**src/rtl/jt7759_cmdq.sv**
```systemverilog
// -----------------------------------------------------------------------------
// jt7759_cmdq
//
// Command queue and start sequencer for a jt7759 in slave mode (mdn=0).
// The host CPU pushes sample numbers into a small circular FIFO. Each entry is
// written to the jt7759 CPU interface (cs/wrn/din) only once the chip reports
// idle (busyn=1) and ready (drqn=1). The game CPU can therefore fire sound
// requests back-to-back without polling busy. All sequencing advances on the
// shared cen_ctl enable.
//
// Optional feature macro: JT7759_CMDQ_TIMEOUT_EN
//   defined     : ACK phase gives up after 2^TOW-1 cen_ctl ticks without busyn
//                 falling, sets the sticky err flag and drops the entry.
//   not defined : ACK waits for busyn==0 indefinitely; err is tied low.
//
// Parameters:
//   QW   log2 of FIFO depth
//   WRW  write strobe width in cen_ctl ticks (1..7)
//   TOW  ACK timeout counter width
//
// Ports:
//   clk        system clock
//   rst        synchronous reset, active high
//   cen_ctl    control clock enable (shared with jt7759)
//   cpu_we     push request, one clk per sample
//   cpu_din    sample number to push
//   cpu_flush  discard all queued entries
//   cpu_full   FIFO full
//   q_cnt      entries held
//   ovf        sticky: a push was dropped because the FIFO was full
//   err        sticky: ACK timeout
//   busyn      from jt7759, 1 = idle
//   drqn       from jt7759, 1 = ready for a command
//   snd_cs     to jt7759 cs
//   snd_wrn    to jt7759 wrn, active low
//   snd_din    to jt7759 din
//   active     high whenever the sequencer is outside IDLE
// -----------------------------------------------------------------------------
module jt7759_cmdq #(
  parameter int QW  = 2,
  parameter int WRW = 2,
  parameter int TOW = 4
) (
  input  logic          clk,
  input  logic          rst,
  input  logic          cen_ctl,
  input  logic          cpu_we,
  input  logic [7:0]    cpu_din,
  input  logic          cpu_flush,
  output logic          cpu_full,
  output logic [QW:0]   q_cnt,
  output logic          ovf,
  output logic          err,
  input  logic          busyn,
  input  logic          drqn,
  output logic          snd_cs,
  output logic          snd_wrn,
  output logic [7:0]    snd_din,
  output logic          active
);

  localparam int            DEPTH   = 1 << QW;
  localparam logic [QW:0]   DEPTH_L = (QW+1)'(DEPTH);
  localparam logic [2:0]    WRW_L   = 3'(WRW);

  typedef enum logic [1:0] {
    IDLE,
    ISSUE,
    ACK,
    PLAY
  } state_t;

  state_t         state, state_nxt;

  logic [7:0]     mem [DEPTH];
  logic [QW-1:0]  rd_ptr, wr_ptr;
  logic [QW:0]    cnt_nxt;

  logic [2:0]     stb_cnt, stb_cnt_nxt;
  logic           snd_cs_nxt, snd_wrn_nxt;
  logic [7:0]     snd_din_nxt;

  logic           issue;     // IDLE -> ISSUE this cycle
  logic           pop;       // strobe ends this cycle
  logic           pop_eff;   // strobe end that really removes a FIFO entry
  logic           push_ok;
  // The entry being strobed is still in the FIFO. A flush during ISSUE has
  // already discarded it, so the end of that strobe must not pop whatever was
  // pushed after the flush.
  logic           head_live;

`ifdef JT7759_CMDQ_TIMEOUT_EN
  logic [TOW-1:0] to_cnt, to_cnt_nxt;
  logic           err_set;
`endif

  // ---------------------------------------------------------------------------
  // Sequencer next-state and registered-output next values
  // ---------------------------------------------------------------------------
  always_comb begin
    // NOTE: every signal written here gets a default first, so no path can
    // leave one unassigned and infer a latch.
    state_nxt   = state;
    snd_cs_nxt  = snd_cs;
    snd_wrn_nxt = snd_wrn;
    snd_din_nxt = snd_din;
    stb_cnt_nxt = stb_cnt;
    issue       = 1'b0;
    pop         = 1'b0;
`ifdef JT7759_CMDQ_TIMEOUT_EN
    to_cnt_nxt  = to_cnt;
    err_set     = 1'b0;
`endif

    case (state)
      IDLE: begin
        if (cen_ctl && (q_cnt != '0) && busyn && drqn) begin
          snd_din_nxt = mem[rd_ptr];
          snd_cs_nxt  = 1'b1;
          snd_wrn_nxt = 1'b0;
          stb_cnt_nxt = WRW_L;
          issue       = 1'b1;
          state_nxt   = ISSUE;
        end
      end

      // The strobe runs to completion even if busyn/drqn move meanwhile.
      ISSUE: begin
        if (cen_ctl) begin
          if (stb_cnt == 3'd1) begin
            snd_wrn_nxt = 1'b1;
            snd_cs_nxt  = 1'b0;
            pop         = 1'b1;
`ifdef JT7759_CMDQ_TIMEOUT_EN
            to_cnt_nxt  = '0;
`endif
            state_nxt   = ACK;
          end else begin
            stb_cnt_nxt = stb_cnt - 1'b1;
          end
        end
      end

      ACK: begin
        if (!busyn) begin
          state_nxt = PLAY;
`ifdef JT7759_CMDQ_TIMEOUT_EN
        end else if (cen_ctl) begin
          to_cnt_nxt = to_cnt + 1'b1;
          // The entry is treated as consumed; it is not retried.
          if (&to_cnt_nxt) begin
            err_set   = 1'b1;
            state_nxt = IDLE;
          end
`endif
        end
      end

      PLAY: begin
        if (busyn) state_nxt = IDLE;
      end

      default: state_nxt = IDLE;
    endcase
  end

  // ---------------------------------------------------------------------------
  // FIFO bookkeeping
  // ---------------------------------------------------------------------------
  assign pop_eff = pop && head_live;
  // A pop in the same cycle frees a slot, so a push into a full FIFO is taken.
  assign push_ok = cpu_we && ((q_cnt != DEPTH_L) || pop_eff);

  always_comb begin
    cnt_nxt = q_cnt;
    if (cpu_flush)               cnt_nxt = '0;
    else if (push_ok && !pop_eff) cnt_nxt = q_cnt + 1'b1;
    else if (!push_ok && pop_eff) cnt_nxt = q_cnt - 1'b1;
  end

  // NOTE: the storage array has no reset; validity is tracked solely by the
  // pointers and q_cnt, so stale contents are never observed.
  always_ff @(posedge clk) begin
    if (push_ok && !cpu_flush) mem[wr_ptr] <= cpu_din;
  end

  // ---------------------------------------------------------------------------
  // State, pointers, flags and registered outputs
  // ---------------------------------------------------------------------------
  // NOTE: all sequential state uses non-blocking assignments so every register
  // samples the pre-edge values of the others.
  always_ff @(posedge clk) begin
    if (rst) begin
      state     <= IDLE;
      rd_ptr    <= '0;
      wr_ptr    <= '0;
      q_cnt     <= '0;
      cpu_full  <= 1'b0;
      ovf       <= 1'b0;
      snd_cs    <= 1'b0;
      snd_wrn   <= 1'b1;
      snd_din   <= 8'h00;
      stb_cnt   <= '0;
      active    <= 1'b0;
      head_live <= 1'b0;
    end else begin
      state    <= state_nxt;
      snd_cs   <= snd_cs_nxt;
      snd_wrn  <= snd_wrn_nxt;
      snd_din  <= snd_din_nxt;
      stb_cnt  <= stb_cnt_nxt;
      active   <= (state_nxt != IDLE);
      q_cnt    <= cnt_nxt;
      cpu_full <= (cnt_nxt == DEPTH_L);

      if (cpu_flush) begin
        // Flush wins over a simultaneous push; the in-flight strobe continues.
        rd_ptr    <= '0;
        wr_ptr    <= '0;
        ovf       <= 1'b0;
        head_live <= 1'b0;
      end else begin
        if (push_ok)           wr_ptr <= wr_ptr + 1'b1;
        if (pop_eff)           rd_ptr <= rd_ptr + 1'b1;
        if (cpu_we && !push_ok) ovf   <= 1'b1;
        if (issue)             head_live <= 1'b1;
        else if (pop)          head_live <= 1'b0;
      end
    end
  end

`ifdef JT7759_CMDQ_TIMEOUT_EN
  always_ff @(posedge clk) begin
    if (rst) begin
      to_cnt <= '0;
      err    <= 1'b0;
    end else begin
      to_cnt <= to_cnt_nxt;
      if (cpu_flush)    err <= 1'b0;
      else if (err_set) err <= 1'b1;
    end
  end
`else
  assign err = 1'b0;
`endif

endmodule

```
**config.mk**
```make
export PLATFORM = sky130hd
export DESIGN_NAME = jt7759_cmdq
export DESIGN_NICKNAME = d
export VERILOG_FILES = /design/src/rtl/jt7759_cmdq.sv
export SDC_FILE = /design/constraint.sdc
export NUM_CORES = 1
export LEC_CHECK = 0
export BUFFER_PORTS_ARGS = -buffer_cell sky130_fd_sc_hd__buf_2
export CORE_MARGIN = 4
export CORE_UTILIZATION = 48
export DETAILED_ROUTE_END_ITERATION = 10
export PLACE_DENSITY = 0.68
export SYNTH_ARGS = -nofsm -noshare
export SYNTH_HDL_FRONTEND = slang
export SYNTH_SLANG_ARGS = --single-unit
```
**constraint.sdc**
```tcl
create_clock -name clk -period 4.6 [get_ports clk]
set_input_delay 1.38 -clock clk [delete_from_list [all_inputs] [get_ports clk]]
set_output_delay 1.38 -clock clk [all_outputs]
set_load 0.02 [all_outputs]
```
# Yosys cells after proc, flatten, opt, wreduce, memory -nomap -nowiden

Memories as Yosys holds them, arrays and structs flattened. A register that Yosys moved wholly into a read port is not among the register bits.
Index checks and enable logic that the tools add are counted.

Memories kept: 1
Register bits after elaboration: 18
Bits in writable memories: 32
Output and inout bits: 17
Word-level logic and storage cells: 79
Input bits: 15

$add $sub $neg: 5
Multiplexer cells: 30
Eq/ne operators: 10
Reduce and logical (&&, ||, !) cells: 22

Memories:

| name | words | width | read ports | clocked after Yosys merged registers in | wr ports | RTL line | text |
|---|---|---|---|---|---|---|---|
| mem  | 4     | 8     | 1          | 1                                       | 1        | 75       | `logic [7:0] mem [DEPTH];` |

Operators with widths:

| cell                  | count |
|---|---|
| $mux W3               | 6 |
| $mux W1               | 15 |
| $mux W2               | 5 |
| $logic_and A1 B1 Y1   | 9 |
| $ne A2 B2 Y1 const B  | 4 |
| $pmux W2 S4           | 1 |
| $reduce_and A4 Y1     | 2 |
| $pmux W3 S2           | 1 |
| $reduce_bool A2 Y1    | 3 |
| $sub A3 B1 Y3 const B | 2 |
| $add A2 B1 Y2 const B | 2 |
| $eq A2 B2 Y1 const B  | 2 |
| $pmux W1 S2           | 2 |
| $add A3 B1 Y3 const B | 1 |
| $eq A3 B1 Y1 const B  | 1 |
| $eq A3 B3 Y1 const B  | 1 |
| $logic_not A1 Y1      | 3 |
| $ne A3 B3 Y1 const B  | 1 |
| $reduce_bool A3 Y1    | 1 |
| $eq A2 B1 Y1 const B  | 1 |
| $logic_not A2 Y1      | 1 |
| $reduce_and A2 Y1     | 1 |
| $reduce_or A2 Y1      | 1 |
| $logic_or A1 B1 Y1    | 1 |

# Depth between registers and ports, before layout

Depth after elaboration: 13
Mapped depth: 8
Mapped depth without buffers: 7

# Worst setup path after synthesis

No wires, ideal clock.

Path type: in2reg
Start: in cen_ctl
End: mem mem[0][0], enable pin
Data arrival time: 2.481 ns
Path slack: 1.787 ns
Stages: 5
Library setup time: 0.332 ns
Path buffers: 0
Path through: nand3b_1 -> nor2_2 -> o21ai_0 -> nor2_1 -> and2_1

Cells in the longest elaborated chain, start to end: 8

Ends and longest elaborated chain:

| what                          | RTL line | text |
|---|---|---|
| from (decl)                   | 46       | `input logic cen_ctl,` |
| $mux W1                       | 129      | `if (cen_ctl) begin` |
| $mux W1                       | 115      | `case (state)` |
| $logic_and A1 B1 Y1           | 170      | `assign pop_eff = pop && head_live;` |
| $logic_or A1 B1 Y1            | 172      | `assign push_ok = cpu_we && ((q_cnt != DEPTH_L) \|\| pop_eff);` |
| $logic_and A1 B1 Y1           | 172      |  |
| $logic_and A1 B1 Y1           | 184      | `if (push_ok && !cpu_flush) mem[wr_ptr] <= cpu_din;` |
| $mux W1                       | 184      |  |
| $mux W1 (not written as such) | 184      |  |
| to (decl)                     | 75       |  |

No other way between the ends.

# Final worst setup path

Start: in cen_ctl
End: mem mem[1][4], enable pin

Same word-level chain as after synthesis.

==> results.sh <==
export IMPL_status="completed"
export IMPL_tns_ps=0
export IMPL_tightest_slew_ps=579
export IMPL_wl_um=4260
export IMPL_synth_enable_flop_cells=32
export IMPL_cts_path_max_buffers=2
export IMPL_die_width_um=78.8
export IMPL_grt_usage_pct=15.2
export IMPL_cts_setup_buffers=0
export IMPL_drt_pass1_iterations=4
export IMPL_syn2layout_area_growth_pct=16.9
export IMPL_h_tree_depth=3
export IMPL_io_pins=32
export IMPL_ctsHoldBuffers=0
export IMPL_syn_avg_cell_area_um2=12.3
export IMPL_peakVddDrop_mv=0.240
export IMPL_synthTopCellsByArea="edfxtp_1, dfxtp_1, mux4_2"
export IMPL_core_area_um2=4790
export IMPL_rsz0062_at_grt="no"
export IMPL_diodes=0
export IMPL_ant_nets=0
export IMPL_grt_antenna_before_repair=0
export IMPL_cp_data_arrival_time_ps=2880
export IMPL_cts_made_buffers=9
export IMPL_cts_root_buf="clkbuf_8"
export IMPL_critPathLaunchType="input pin"
export IMPL_synth_seq_cells=58
export IMPL_power_mw=1.11
export IMPL_slew_headroom_pct=61.3
export IMPL_clock_sinks=58
export IMPL_synthesis_area_um2=2400
export IMPL_period_minus_slack_ps=2900
export IMPL_drv_cap=0
export IMPL_synth_top_area_share_pct=40.0
export IMPL_initial_utilization_pct=50.2
export IMPL_gp_congestion=0.772
export IMPL_synth_cell_type_count=39
export IMPL_drt_wirelength_per_cell_um=14.2
export IMPL_async_reset_ff_share_pct=0
export IMPL_required_ps=4590
export IMPL_synth_seq_area_share_pct=61.6
export IMPL_grt_pass1_vias=1436
export IMPL_place_hpwl_um=3090
export IMPL_synth_largest_area_cell="edfxtp_1"
export IMPL_cp_max_fo=8
export IMPL_die_area_um2=6200
export IMPL_fin_nets=251
export IMPL_syn_nets=220
export IMPL_power_density_nw_per_um2=396
export IMPL_vias=1495
export IMPL_yosys_top_cells_count="edfxtp_1, dfxtp_1, nand2_1, nor2_1, a21oi_1"
export IMPL_slew_viol_final=0
export IMPL_grt_first_pass_wirelength_um=7050
export IMPL_overflow=0
export IMPL_setup_viol=0
export IMPL_die_h_um=78.8
export IMPL_cts_resized=0
export IMPL_grt_max_degree=20
export IMPL_insertion_delay_ps=330
export IMPL_hold_class="reg2reg"
export IMPL_hold_viol=0
export IMPL_io_buffers=30
export IMPL_cts_tree="yes"
export IMPL_ys_flop_type="edfxtp_1"
export IMPL_clk_pin_slew_worst_paths_ps=70
export IMPL_period_share_pct=63.0
export IMPL_ys_warn_count=0
export IMPL_timing_setup_critical_path_class="in2reg"
export IMPL_drc=0
export IMPL_timing_hold_ws_ps=454
export IMPL_fmax_mhz=345
export IMPL_vias_per_cell=5.00
export IMPL_leakagePower_nw=1.04
export IMPL_synthMostInstantiatedCell="edfxtp_1"
export IMPL_drive_gt1_share_pct=25.0
export IMPL_drtIter0Drc=64
export IMPL_critPathCaptureType="flip-flop"
export IMPL_row_count=25
export IMPL_synth_cells=196
export IMPL_finalClockSkew_ps=6.14
## sequential cells by signal, summed over array words and instances (netlist names)
| signal | cells |
|---|---|
| snd_din | 8 |
| head_live | 1 |
| ovf | 1 |
| state | 2 |
| q_cnt | 3 |
| wr_ptr | 2 |
| active | 1 |
| rd_ptr | 2 |
| mem | 32 |
| snd_cs | 1 |
| snd_wrn | 1 |
| cpu_full | 1 |
| stb_cnt | 3 |
## critical path, stage by stage
cell      delay (ps)
buf_2            110
nand3b_1         240
nor2_2           310
o21ai_0          230
nor2_1           200
and2_1           410
## cells in the final DEF (no fill, tap or decap), drive strengths merged
cell and instances:
mux4 8, nand2 26, nor2 16, nor2b 1, xnor2 2, clkbuf 9
dfxtp 26, nand3b 2, clkinv 4, bufinv 2, a311oi 1, a21oi 13
o211ai 1, or3 3, or2 2, and2 4, nor3 6, mux2i 4
inv 11, a211oi 2, conb 1, edfxtp 32, buf 30, xor2 1
nor4 1, and3 1, ha 9, o31ai 1, a221o 1, o2111ai 1
o21ai 6, a211o 1, nand3 1, o31a 1, nand2b 1, clkinvlp 1
## per-layer routing
metal | vias to the layer above | global-route usage [%] | share of wire, %
met3 | 11 | 4.31 | 4.5
met5 | - | 0 | 0
met2 | 28 | 19.9 | 42
met1 | 700 | 22.5 | 51
li1 | 756 | - | -
met4 | 0 | 8.39 | 2.5
## stage by stage
step / std cells / util, % / cell area [µm²] / worst slack (ps)
6_report: 299 / 58.7 / 2810 / 1700
5_1_grt: 299 / 58.7 / 2810 / 1520
4_1_cts: 299 / 58.7 / 2810 / 1700
3_5_place_dp: 283 / 54.2 / 2590 / 1350
3_3_place_gp: 283 / 54.2 / 2590 / 1420
2_1_floorplan: 196 / - / 2400 / 1790
## cell type report
class                   instances  area (µm²)
flip-flops and latches         58        1480
clock buffers                   9         124
clock inverters                 7        93.8
multi-input cells             117         836
well taps                      67        83.8
repair buffers                 30         150
fillers                       401        1980
inverters                      11        41.3
## worst paths after layout
path	from	to	slack, ps	depth (start not counted)
min reg2reg	snd_din[7]	snd_din[7]	450	2
min	snd_din[7]	snd_din[7]	450	2
max	cen_ctl	mem[1][4]	1700	6
max reg2reg	stb_cnt[1]	mem[1][4]	2310	7
## cells by family (layout without fill, tap and decap cells)
group | after synthesis | in the layout | synth area share [%]
simple gates | 64 | 64 | 12.3
flops | 58 | 58 | 61.6
compound gates | 28 | 28 | 7.34
buf+inv | 21 | 57 | 3.59
mux | 12 | 12 | 9.16
fa+ha+maj | 9 | 9 | 4.69
xor+xnor | 3 | 3 | 1.09
other cells | 1 | 1 | 0.156
## where the power goes
part | leakage [nW] | switching [mW] | internal (mW)
clock | 0.107 | 0.200 | 0.303
sequential | 0.501 | 0.00447 | 0.556
combinational | 0.431 | 0.0299 | 0.0179
(Power assumes the default switching activity.)
